<file path="src/rtl/probit_pkg.sv">
// Shared definitions for the probit period sequencer: FSM state encodings
// and a helper for sizing the period down-counter.
package probit_pkg;

    localparam logic [1:0] ST_IDLE    = 2'd0;
    localparam logic [1:0] ST_CLEAR   = 2'd1;
    localparam logic [1:0] ST_RUN     = 2'd2;
    localparam logic [1:0] ST_CAPTURE = 2'd3;

    // Counter width able to hold NCLOCKS-1; never below one bit.
    function automatic int cnt_width(input int nclocks);
        return (nclocks > 1) ? $clog2(nclocks) : 1;
    endfunction

endpackage

</file>
<file path="src/rtl/probit_result_hold.sv">
// Single-entry valid/ready hold register for captured period results.
// A capture is accepted when the slot is empty or is being drained in the
// same clock; otherwise the new result is dropped and overrun latches.
module probit_result_hold #(
    parameter int W = 50
) (
    input  logic         clk,
    input  logic         rst,
    input  logic         capture,
    input  logic [W-1:0] d,
    input  logic         ready,
    output logic [W-1:0] q,
    output logic         valid,
    output logic         overrun
);

    logic accept;

    assign accept = capture && (!valid || ready);

    // Load on accept, drop valid after a handshake, latch overrun on a lost capture.
    always_ff @(posedge clk) begin
        if (rst) begin
            q       <= '0;
            valid   <= 1'b0;
            overrun <= 1'b0;
        end else begin
            if (accept) begin
                q     <= d;
                valid <= 1'b1;
            end else if (valid && ready) begin
                valid <= 1'b0;
            end
            if (capture && valid && !ready)
                overrun <= 1'b1;
        end
    end

endmodule

</file>
<file path="src/rtl/probit_period_sequencer.sv">
// Drives the probit accumulator's ce/rst so it counts over exactly NCLOCKS
// clocks, captures the final gt/lt sums and hands them downstream as a
// tagged result over valid/ready. Single-shot or continuous with one dead
// clock (CAPTURE) between back-to-back periods.
module probit_period_sequencer
    import probit_pkg::*;
#(
    parameter int NBITS   = 21,
    parameter int NCLOCKS = 131072,
    parameter int SEQBITS = 8
) (
    input  logic               clk_i,
    input  logic               rst_i,
    input  logic               start_i,
    input  logic               continuous_i,
    input  logic               abort_i,
    output logic               acc_ce_o,
    output logic               acc_rst_o,
    input  logic [NBITS-1:0]   gt_sum_i,
    input  logic [NBITS-1:0]   lt_sum_i,
    output logic [NBITS-1:0]   gt_o,
    output logic [NBITS-1:0]   lt_o,
    output logic [SEQBITS-1:0] seq_o,
    output logic               valid_o,
    input  logic               ready_i,
    output logic               busy_o,
    output logic               overrun_o
);

    localparam int            CW       = cnt_width(NCLOCKS);
    localparam logic [CW-1:0] CNT_LOAD = CW'(NCLOCKS - 1);
    localparam int            RW       = 2 * NBITS + SEQBITS;

    typedef struct packed {
        logic [NBITS-1:0]   gt;
        logic [NBITS-1:0]   lt;
        logic [SEQBITS-1:0] seq;
    } probit_result_t;

    logic [1:0]         state;
    logic [1:0]         state_nx;
    logic [CW-1:0]      cnt;
    logic [SEQBITS-1:0] seq_cnt;
    logic               capture;
    probit_result_t     res_d;
    probit_result_t     res_q;

    // Next-state decode; abort beats continuous and start in any active state.
    always_comb begin
        state_nx = state;
        case (state)
            ST_IDLE:    if (start_i) state_nx = ST_CLEAR;
            ST_CLEAR:   state_nx = ST_RUN;
            ST_RUN:     if (cnt == '0) state_nx = ST_CAPTURE;
            ST_CAPTURE: state_nx = continuous_i ? ST_RUN : ST_IDLE;
            default:    state_nx = ST_IDLE;
        endcase
        if (abort_i && state != ST_IDLE)
            state_nx = ST_IDLE;
    end

    // Sums are final in CAPTURE: the last ce edge closed the previous clock.
    assign capture = (state == ST_CAPTURE) && !abort_i;

    // Tag advances on every capture, including ones the hold stage drops,
    // so a skipped period shows up as a gap in the delivered tags.
    assign res_d = '{gt: gt_sum_i, lt: lt_sum_i, seq: seq_cnt + SEQBITS'(1)};

    // State, period counter, tag counter and registered accumulator controls.
    always_ff @(posedge clk_i) begin
        if (rst_i) begin
            state     <= ST_IDLE;
            cnt       <= '0;
            seq_cnt   <= '0;
            acc_ce_o  <= 1'b0;
            acc_rst_o <= 1'b1;
            busy_o    <= 1'b0;
        end else begin
            state     <= state_nx;
            acc_ce_o  <= (state_nx == ST_RUN);
            acc_rst_o <= (state_nx != ST_RUN);
            busy_o    <= (state_nx != ST_IDLE);
            if (state_nx == ST_RUN && state != ST_RUN)
                cnt <= CNT_LOAD;
            else if (state == ST_RUN)
                cnt <= cnt - CW'(1);
            if (capture)
                seq_cnt <= seq_cnt + SEQBITS'(1);
        end
    end

    probit_result_hold #(
        .W (RW)
    ) u_hold (
        .clk     (clk_i),
        .rst     (rst_i),
        .capture (capture),
        .d       (res_d),
        .ready   (ready_i),
        .q       (res_q),
        .valid   (valid_o),
        .overrun (overrun_o)
    );

    assign gt_o  = res_q.gt;
    assign lt_o  = res_q.lt;
    assign seq_o = res_q.seq;

endmodule
</file>
<file path="config.mk">
export PLATFORM = sky130hd
export DESIGN_NAME = probit_period_sequencer
export DESIGN_NICKNAME = d
export VERILOG_FILES = /design/src/rtl/probit_pkg.sv /design/src/rtl/probit_result_hold.sv /design/src/rtl/probit_period_sequencer.sv
export SDC_FILE = /design/constraint.sdc
export NUM_CORES = 1
export LEC_CHECK = 0
export CAP_MARGIN = 20
export CORE_MARGIN = 8
export CORE_UTILIZATION = 25
export DETAILED_ROUTE_END_ITERATION = 6
export RECOVER_POWER = 50
export SYNTH_ARGS = -nofsm -noshare
export SYNTH_HDL_FRONTEND = slang
export SYNTH_SLANG_ARGS = --single-unit
</file>
<file path="constraint.sdc">
create_clock -name clk_i -period 2 [get_ports clk_i]
set_clock_uncertainty 0.05 [all_clocks]
set_input_delay 0.4 -clock clk_i [delete_from_list [all_inputs] [get_ports clk_i]]
set_output_delay 0.4 -clock clk_i [all_outputs]
set_load 0.01 [all_outputs]
</file>
==> Word-level counts from Yosys, hierarchy flattened <==
Index checks and enable logic that the tools add are counted.
{ "word_totals": {"wordCells": 43, "inputBits": 48, "output_inout_bits": 55, "reg_bits": 82} }
{ "classes": {"mux": 9, "eq_ne": 6, "addsub": 2, "reduce_logical": 17} }
{ "op_table": {"columns": ["cell", "count"], "rows": [
  ["2-to-1 mux 17 bit", 2],
  ["logical NOT 17 bit", 1],
  ["subtractor 17 x 1 -> 17 bit (second input constant)", 1],
  ["adder 8 x 1 -> 8 bit (second input constant)", 1],
  ["2-to-1 mux 2 bit", 4],
  ["one-hot mux 2 bit (4 select lines)", 1],
  ["nonzero test 2 bit", 4],
  ["logical AND 1 bit", 7],
  ["== test 2 bit (second input constant)", 3],
  ["!= test 2 bit (second input constant)", 2],
  ["logical NOT 1 bit", 3],
  ["== test 2 x 1 -> 1 bit (second input constant)", 1],
  ["logical NOT 2 bit", 1],
  ["2-to-1 mux 1 bit", 2],
  ["logical OR 1 bit", 1]
]} }

==> Depth between registers and ports, before layout <==
Gate-level depths: netlist of run 1.
{ "depth": {"ltp_word": 7, "depth_mapped": 7, "depth_no_buf": 6} }

==> Modules after synthesis <==
From an unflattened synthesis of run 1, not the netlist that was laid out.
{ "unflattened": {"cells_unflattened": 389, "hier_area_um2": 3799.9} }
{ "modules_own_cells": {"columns": ["module", "n_inst", "cells_per_inst", "seq_area_each_um2", "area_each_um2"], "rows": [
  ["probit_result_hold", 1, 225, 1041.0, 2359.8],
  ["probit_period_sequencer", 1, 164, 600.6, 1440.1]
]} }

==> Worst setup path after synthesis of run 1 <==
OpenSTA, ideal clock, no wires.
{ "synth_path": {"kind": "register to register", "from": "register cnt[4]", "to": "register cnt[15]", "stages_incl_launch_ff": 6, "setup_time_ps": 91, "arrival_time_ps": 1692, "period_less_slack_ps": 1833, "setup_slack_ps": 167, "path_buffers": 1, "cell_sequence": "dfxtp_1 or4_1 buf_6 nor4_4 a211oi_1 a311oi_1"} }
{ "synth_between": {"elab_chain_cells": 7, "elab_cells_between_ends": 10, "cone_classes": "add/sub: 1; eq/ne: 1; mux: 5; reduce/logical: 3"} }
{ "synth_rtl": {"columns": ["item", "line_no", "source"], "rows": [
  ["start, declared", "probit_period_sequencer.sv:42", "logic [CW-1:0] cnt;"],
  ["start signal, assigned", "probit_period_sequencer.sv:86", "cnt <= cnt - CW'(1);"],
  ["logical NOT 17 bit", "probit_period_sequencer.sv:54", "ST_RUN: if (cnt == '0) state_nx = ST_CAPTURE;"],
  ["2-to-1 mux 2 bit", "probit_period_sequencer.sv:54", null],
  ["one-hot mux 2 bit (4 select lines)", "probit_period_sequencer.sv:51", "case (state)"],
  ["2-to-1 mux 2 bit", "probit_period_sequencer.sv:58", "if (abort_i && state != ST_IDLE)"],
  ["== test 2 bit", "probit_period_sequencer.sv:83", "if (state_nx == ST_RUN && state != ST_RUN)"],
  ["logical AND 1 bit", "probit_period_sequencer.sv:83", null],
  ["2-to-1 mux 17 bit or nonzero test 2 bit (tied branches)", null, null]
]} }
Parallel ways exist; a longest one is shown, timed or not. The select of a mux whose other input is x is not followed.
A chain may end at the register's enable or synchronous reset.

==> Worst setup path after layout of run 1 <==
{ "layout_path": {"from": "register cnt[0]", "to": "register cnt[11]"} }
Same word-level chain as after synthesis.

==> results.sh, run 1 <==
export IMPL_firstDrtPassIters=4
export IMPL_timing_fmax_ghz=0.534
export IMPL_synth_top_area_cell="dfxtp_1"
export IMPL_core_um2=12600
export IMPL_worstPathArrival_ps=2070
export IMPL_grt_max_degree=66
export IMPL_syn_num_nets=436
export IMPL_cp_max_fo=5
export IMPL_clockBufferDepth=2
export IMPL_dieHeight_um=130
export IMPL_whs_ps=388
export IMPL_initial_core_util_pct=25.5
export IMPL_rows=41
export IMPL_yosys_warnings=0
export IMPL_fin_area_um2=4840
export IMPL_ant_nets=0
export IMPL_period_needed_ps=1870
export IMPL_pwr_share_clk_pct=46.2
export IMPL_synth_edf_count=0
export IMPL_outcome="complete, no violations"
export IMPL_cellLeakagePower_uw=0.00161
export IMPL_ioPinCount=103
export IMPL_synth_area_um2=3220
export IMPL_clkLatencyLatePin_ps=330
export IMPL_placed_cell_area_um2=4520
export IMPL_top_layer="met4"
export IMPL_finalMaxSlewViolations=0
export IMPL_min_path_type="input port to flop"
export IMPL_post_drt_wl_per_cell_um=13.4
export IMPL_drt_iter0_drc=168
export IMPL_crit_chain="or4b_4, nor4_4, buf_4, nor3_1, a211oi_1"
export IMPL_finalSetupTns_ps=0
export IMPL_routabilityCongestion=0.786
export IMPL_maxCapViolations=0
export IMPL_ys_types=38
export IMPL_post_route_cells_drive_above_1_share_pct=8.06
export IMPL_htreeDepth=3
export IMPL_avgSynthCellArea_um2=8.37
export IMPL_fin_nets=542
export IMPL_combinationalPowerShare_pct=9.1
export IMPL_cts_buffers=9
export IMPL_path_class="flop to flop"
export IMPL_required_ps=2200
export IMPL_slew_headroom_pct=71.3
export IMPL_antenna_found_initial=0
export IMPL_critPathSlowestCell="or4b_4"
export IMPL_grtUsageTotal_pct=10.2
export IMPL_postCtsHoldBufs=0
export IMPL_synth_most_common_cell="nand2_1"
export IMPL_syn_to_final_growth_pct=50.2
export IMPL_p_sw_uw=837
export IMPL_grt_first_pass_wirelength_mm=13.9
export IMPL_synth_common_cells="nand2_1, dfxtp_1, a21oi_1"
export IMPL_final_hold_viol_count=0
export IMPL_ys_seq_area_share_pct=50.9
export IMPL_detailed_place_hpwl_mm=6.38
export IMPL_synth_top_area_share_pct=50.9
export IMPL_cts_sinks=82
export IMPL_swShare_pct=22.1
export IMPL_root_buffer="clkbuf_16"
export IMPL_cts_tree="yes"
export IMPL_diodes=0
export IMPL_grt_ovfl_total=0
export IMPL_die_area_um2=16800
export IMPL_fin_crit_sh_pct=93.6
export IMPL_critPathLaunchType="flop"
export IMPL_setup_viol=0
export IMPL_drt_met1_wl_mm=4.08
export IMPL_power_density_nw_per_um2=783
export IMPL_power_total_uw=3790
export IMPL_portBuffers=102
export IMPL_vias=2977
export IMPL_wl_met3_um=688
export IMPL_synth_ff_type="dfxtp_1"
export IMPL_ys_seq_elements=82
export IMPL_grt_pass1_vias=2802
export IMPL_postSynthCellCount=385
export IMPL_critPathMaxStageDelay_ps=600
export IMPL_wl_met2_mm=4.11
export IMPL_vias_per_cell=4.46
export IMPL_endpoint_kind="flop"
export IMPL_wirelength_mm=8.95
export IMPL_async_flop_share_pct=0
export IMPL_worstMarginPinSlew_ps=429
export IMPL_path_clk_slew_ps=60
export IMPL_rsz0062_at_grt="false"
export IMPL_p_int_uw=2950
export IMPL_die_w_um=130
export IMPL_netlist_top_cells_area="dfxtp_1, nand2_1, a21oi_1, a211oi_1, nor2_1"
export IMPL_drc=0
export IMPL_p_seq_share_pct=44.7
export IMPL_ir_worst_vdd_v=0.000400
==> power by group through the flow <==
stage	combinational (uW)	clock (uW)	sequential (uW)
after detailed placement	340	0	1730
after global routing	382	1870	1700
final	345	1750	1690
after global placement	335	0	1730
after floorplan	176	0	1730
after CTS	342	1800	1690
==> kinds of logic after synthesis <==
family,Yosys count,share of synthesized area (%)
AO/OA/AOI/OAI,88,16.3
flip-flops,82,50.9
buffers and inverters,32,4.11
XOR/XNOR,12,3.26
AND/OR/NAND/NOR,168,24.2
adder cells (fa/ha/maj),3,1.16
==> critical path, delay by kind of cell (launching register included) <==
| family | cells | cell delay [ps] |
|---|---|---|
| DFF | 1 | 340 |
| AOI/OAI and AO/OA | 1 | 200 |
| buffers and inverters | 1 | 170 |
| and+or+nand+nor | 3 | 1040 |
==> cell usage in the layout (no fill, tap or decap), types with 2 or more instances in the layout <==
cell             netlist  routed
nand4_1                2       2
ha_1                   3       3
a21oi_1               54      54
inv_1                  6       6
nor2_1                25      24
nand2_1               96      96
bufinv_16              0       2
clkbuf_1              23       4
clkinv_4               0       3
o21ai_0                4       4
dlygate4sd3_1          0       9
nand3b_1               3       3
xor2_1                 5       5
nand2b_1               3       3
buf_12                 0       2
a311oi_1               7       7
nor2b_1                3       3
dfxtp_1               82      82
nor3_1                12      12
clkbuf_16              0       9
or2_2                  2       2
nand3_1                3       3
clkdlybuf4s50_1        0      92
buf_4                  1      12
nor4_4                 2       2
or3_1                  4       4
nor4_1                 5       5
a211oi_1              18      18
xnor2_1                7       7
==> per-stage QoR <==
stage	std cells	utilization [%]	worst slack, ps
2_1_floorplan	385	-	167
3_3_place_gp	650	35.8	79.2
3_5_place_dp	650	35.8	64.5
4_1_cts	666	38.3	55.8
5_1_grt	668	38.4	8.67
6_report	668	38.4	128
==> registers in the layout, indices dropped and copies added (netlist names) <==
| name | cells |
|---|---|
| seq_cnt | 8 |
| acc_ce_o | 1 |
| busy_o | 1 |
| state | 2 |
| u_hold.valid | 1 |
| u_hold.q | 50 |
| u_hold.overrun | 1 |
| cnt | 17 |
| acc_rst_o | 1 |
==> path summary, 6_finish.rpt <==
kind | slack, ps | cells after the start | startpoint | end
max | 130 | 5 | cnt[0]$_SDFFE_PP0P_ | cnt[11]$_SDFFE_PP0P_
min | 390 | 2 | rst_i | cnt[3]$_SDFFE_PP0P_
max reg2reg | 130 | 5 | cnt[0]$_SDFFE_PP0P_ | cnt[11]$_SDFFE_PP0P_
min reg2reg | 400 | 2 | u_hold.q[29]$_SDFFE_PP0P_ | u_hold.q[29]$_SDFFE_PP0P_
==> what timing repair did <==
| action | 4_1_cts | 5_1_grt |
|---|---|---|
| gates resized for setup | 0 | 3 |
| setup endpoints to repair | 0 | 5 |
| setup buffers | 0 | 2 |
==> final cells by class <==
type	count	area, um^2
Timing Repair Buffer	121	1170
Tap cell	172	215
Fill cell	1293	7780
Sequential cell	82	1640
Clock inverter	6	91.3
Multi-Input combinational cell	271	1470
Inverter	6	22.5
Clock buffer	10	229
==> layer usage <==
metal  track usage [%]  vias up
li1                  -     1534
met1              12.5     1355
met2              16.5       81
met3              3.45        7
met4              3.48        0
met5                 0        -
Power figures use the tool's default switching activity.
==> run 2, diff against run 1 <==
--- a/config.mk
+++ b/config.mk
@@ -5,6 +5,7 @@
 export SDC_FILE = /design/constraint.sdc
 export NUM_CORES = 1
 export LEC_CHECK = 0
+export ABC_AREA = 1
 export CAP_MARGIN = 20
 export CORE_MARGIN = 8
 export CORE_UTILIZATION = 25
==> run 2 against run 1 <==
Sequential share of layout area down 1.6 points. Synthesized cell count up 24%. Non-clock buffer count down 5. Die area up 6.8%. Maximum frequency up 5.8%. Worst hold slack better by 29 ps. Critical path type is now input port to flop.
==> results.sh, run 2 <==
export IMPL_outcome="complete, no violations"
export IMPL_synth_top_area_share_pct=47.2
export IMPL_postSynthCellCount=477
export IMPL_cts_sinks=82
export IMPL_critPathMaxStageDelay_ps=630
export IMPL_timing_fmax_ghz=0.565
export IMPL_antenna_found_initial=0
export IMPL_detailed_place_hpwl_mm=7.13
export IMPL_synth_area_um2=3470
export IMPL_postCtsHoldBufs=0
export IMPL_grt_max_degree=34
export IMPL_post_route_cells_drive_above_1_share_pct=6.97
export IMPL_critPathLaunchType="input port"
export IMPL_min_path_type="flop to flop"
export IMPL_grt_pass1_vias=3501
export IMPL_synth_common_cells="nor2_1, dfxtp_1, o21ai_0"
export IMPL_whs_ps=417
export IMPL_initial_core_util_pct=25.3
export IMPL_cts_tree="yes"
export IMPL_final_hold_viol_count=0
export IMPL_netlist_top_cells_area="dfxtp_1, nor2_1, o21ai_0, nand2_1, inv_1"
export IMPL_endpoint_kind="flop"
export IMPL_cellLeakagePower_uw=0.00220
export IMPL_ys_seq_elements=82
export IMPL_top_regs="u_hold.q (50), cnt (17), seq_cnt (8)"
export IMPL_cts_buffers=9
export IMPL_grtUsageTotal_pct=11.1
export IMPL_wirelength_mm=9.55
export IMPL_worstSetupStartpoint="abort_i"
export IMPL_rr_endpoint="cnt[12]$_SDFFE_PP0P_"
export IMPL_clkLatencyLatePin_ps=340
export IMPL_routabilityCongestion=0.829
export IMPL_rsz0062_at_grt="false"
export IMPL_path_clk_slew_ps=60
export IMPL_root_buffer="clkbuf_16"
export IMPL_cts_resized=0
export IMPL_synth_edf_count=0
export IMPL_grt_ovfl_total=0
export IMPL_diodes=0
export IMPL_drt_iter0_drc=190
export IMPL_synth_ff_type="dfxtp_1"
export IMPL_fin_nets=634
export IMPL_vias=3331
export IMPL_required_ps=2180
export IMPL_drc=0
export IMPL_core_um2=13700
export IMPL_rows=43
export IMPL_die_area_um2=17900
export IMPL_post_drt_wl_per_cell_um=12.4
export IMPL_crit_chain="dlygate4sd3_1, nor2_4, inv_1, nor2_4, inv_2, clkbuf_4, nor2_1, nor2_1"
export IMPL_rrSetupSlack_ps=330
export IMPL_crit_path_end="u_hold.q[15]$_SDFFE_PP0P_"
export IMPL_slew_headroom_pct=73.0
export IMPL_portBuffers=102
export IMPL_clockBufferDepth=2
export IMPL_dieHeight_um=134
export IMPL_finalSetupTns_ps=0
export IMPL_ys_seq_area_share_pct=47.2
export IMPL_worstPathArrival_ps=1950
export IMPL_yosys_warnings=0
export IMPL_cp_max_fo=32
export IMPL_async_flop_share_pct=0
export IMPL_vias_per_cell=4.34
export IMPL_synth_top_area_cell="dfxtp_1"
export IMPL_largest_reg_flops=50
export IMPL_path_class="input port to flop"
export IMPL_mostFrequentLayoutCell="nor2_1"
export IMPL_firstDrtPassIters=4
export IMPL_die_w_um=134
export IMPL_ys_types=29
export IMPL_fin_crit_sh_pct=88.5
export IMPL_finalMaxSlewViolations=0
export IMPL_power_density_nw_per_um2=808
export IMPL_post_cts_setup_buffer_count=0
export IMPL_syn_num_nets=528
export IMPL_grt_first_pass_wirelength_mm=16.2
export IMPL_critPathSlowestCell="dlygate4sd3_1"
export IMPL_mostFrequentLayoutCells="nor2_1, clkdlybuf4s50_1, dfxtp_1, o21ai_0, nand2_1"
export IMPL_maxCapViolations=0
export IMPL_worstMarginPinSlew_ps=404
export IMPL_setup_viol=0
export IMPL_avgSynthCellArea_um2=7.28
export IMPL_period_needed_ps=1770
export IMPL_rr_startpoint="cnt[0]$_SDFFE_PP0P_"
export IMPL_ir_worst_vdd_v=0.000386
export IMPL_synth_most_common_cell="nor2_1"
export IMPL_ioPinCount=103
export IMPL_nFillCells=1444
export IMPL_top_register="u_hold.q"
export IMPL_syn_to_final_growth_pct=46.0
export IMPL_htreeDepth=3
export IMPL_ant_nets=0
export IMPL_ff2ff_path_depth=7
-- run 2: cell types whose count changed after synthesis, moves of 5 or more --
cell,before,now
xnor2_1,7,2
inv_1,6,41
o21ai_0,4,61
a21oi_1,54,18
a211oi_1,18,1
clkbuf_1,23,13
nor4_1,5,0
nand2_1,96,52
nor3_1,12,4
nand3_1,3,18
a31oi_1,0,6
a311oi_1,7,0
nor2_1,25,139
-- run 2: area by class of cell --
class / instances / area [um^2] / share of cell area [%]
sequential: 82 / 1640 / 32.4
tap: 180 / 225 / 4.44
clock inverter: 5 / 85.1 / 1.68
inverter: 44 / 165 / 3.26
multi-input combinational: 330 / 1560 / 30.8
clock buffer: 11 / 253 / 4.98
timing repair buffer: 116 / 1140 / 22.5
-- run 2: per-stage QoR --
| stage | instances | setup slack, ps | utilization [%] | cell area [um^2] | power [uW] |
|---|---|---|---|---|---|
| 2_1_floorplan | 477 | 591 | - | 3470 | 2080 |
| 5_1_grt | 768 | 116 | 37.0 | 5070 | 4310 |
| 4_1_cts | 768 | 247 | 37.1 | 5100 | 4170 |
| 3_3_place_gp | 752 | 77.4 | 34.7 | 4760 | 2290 |
| 6_report | 768 | 231 | 37.0 | 5070 | 4100 |
| 3_5_place_dp | 752 | 49.4 | 34.7 | 4760 | 2290 |
-- run 2: cell families (layout without fill, tap and decap cells) --
family	count (synthesis)	after routing	synth area share, %
AND/OR/NAND/NOR	230	230	28.5
XOR/XNOR	10	10	2.52
buffers and inverters	65	176	7.78
AO/OA/AOI/OAI	87	87	12.9
flip-flops	82	82	47.2
adder cells (fa/ha/maj)	3	3	1.08
-- run 2: worst min-delay path by stage --
stage	cells after the start	to	slack, ps	startpoint
floorplan	2	cnt[16]$_SDFFE_PP0P_	410	cnt[16]$_SDFFE_PP0P_
finish	2	u_hold.q[2]$_SDFFE_PP0P_	420	u_hold.q[2]$_SDFFE_PP0P_
detailed placement	2	u_hold.q[1]$_SDFFE_PP0P_	410	u_hold.q[1]$_SDFFE_PP0P_
global route	2	u_hold.q[2]$_SDFFE_PP0P_	450	u_hold.q[2]$_SDFFE_PP0P_
CTS	2	u_hold.q[1]$_SDFFE_PP0P_	420	u_hold.q[1]$_SDFFE_PP0P_
global placement	2	u_hold.q[2]$_SDFFE_PP0P_	400	u_hold.q[2]$_SDFFE_PP0P_
-- run 2: report_power, final --
group / leakage, uW / internal, uW / switching (uW)
Combinational: 0.00137 / 250 / 289
Clock: 0.000168 / 1170 / 673
Sequential: 0.000663 / 1680 / 42.6
Total: 0.00220 / 3100 / 1010
-- run 2: metal layers --
layer	track usage, %	vias to the layer above	routed length [um]	part of all wire (%)
met1	11.4	1516	3990	42
met3	5.57	11	801	8.4
li1	-	1723	-	-
met4	3.74	0	146	1.5
met5	0	-	0	0
met2	19.1	81	4620	48
-- run 2: worst max-delay path, delay by kind of cell --
family	cells	cell delay, ps
buf+inv	4	1030
simple gates	4	510
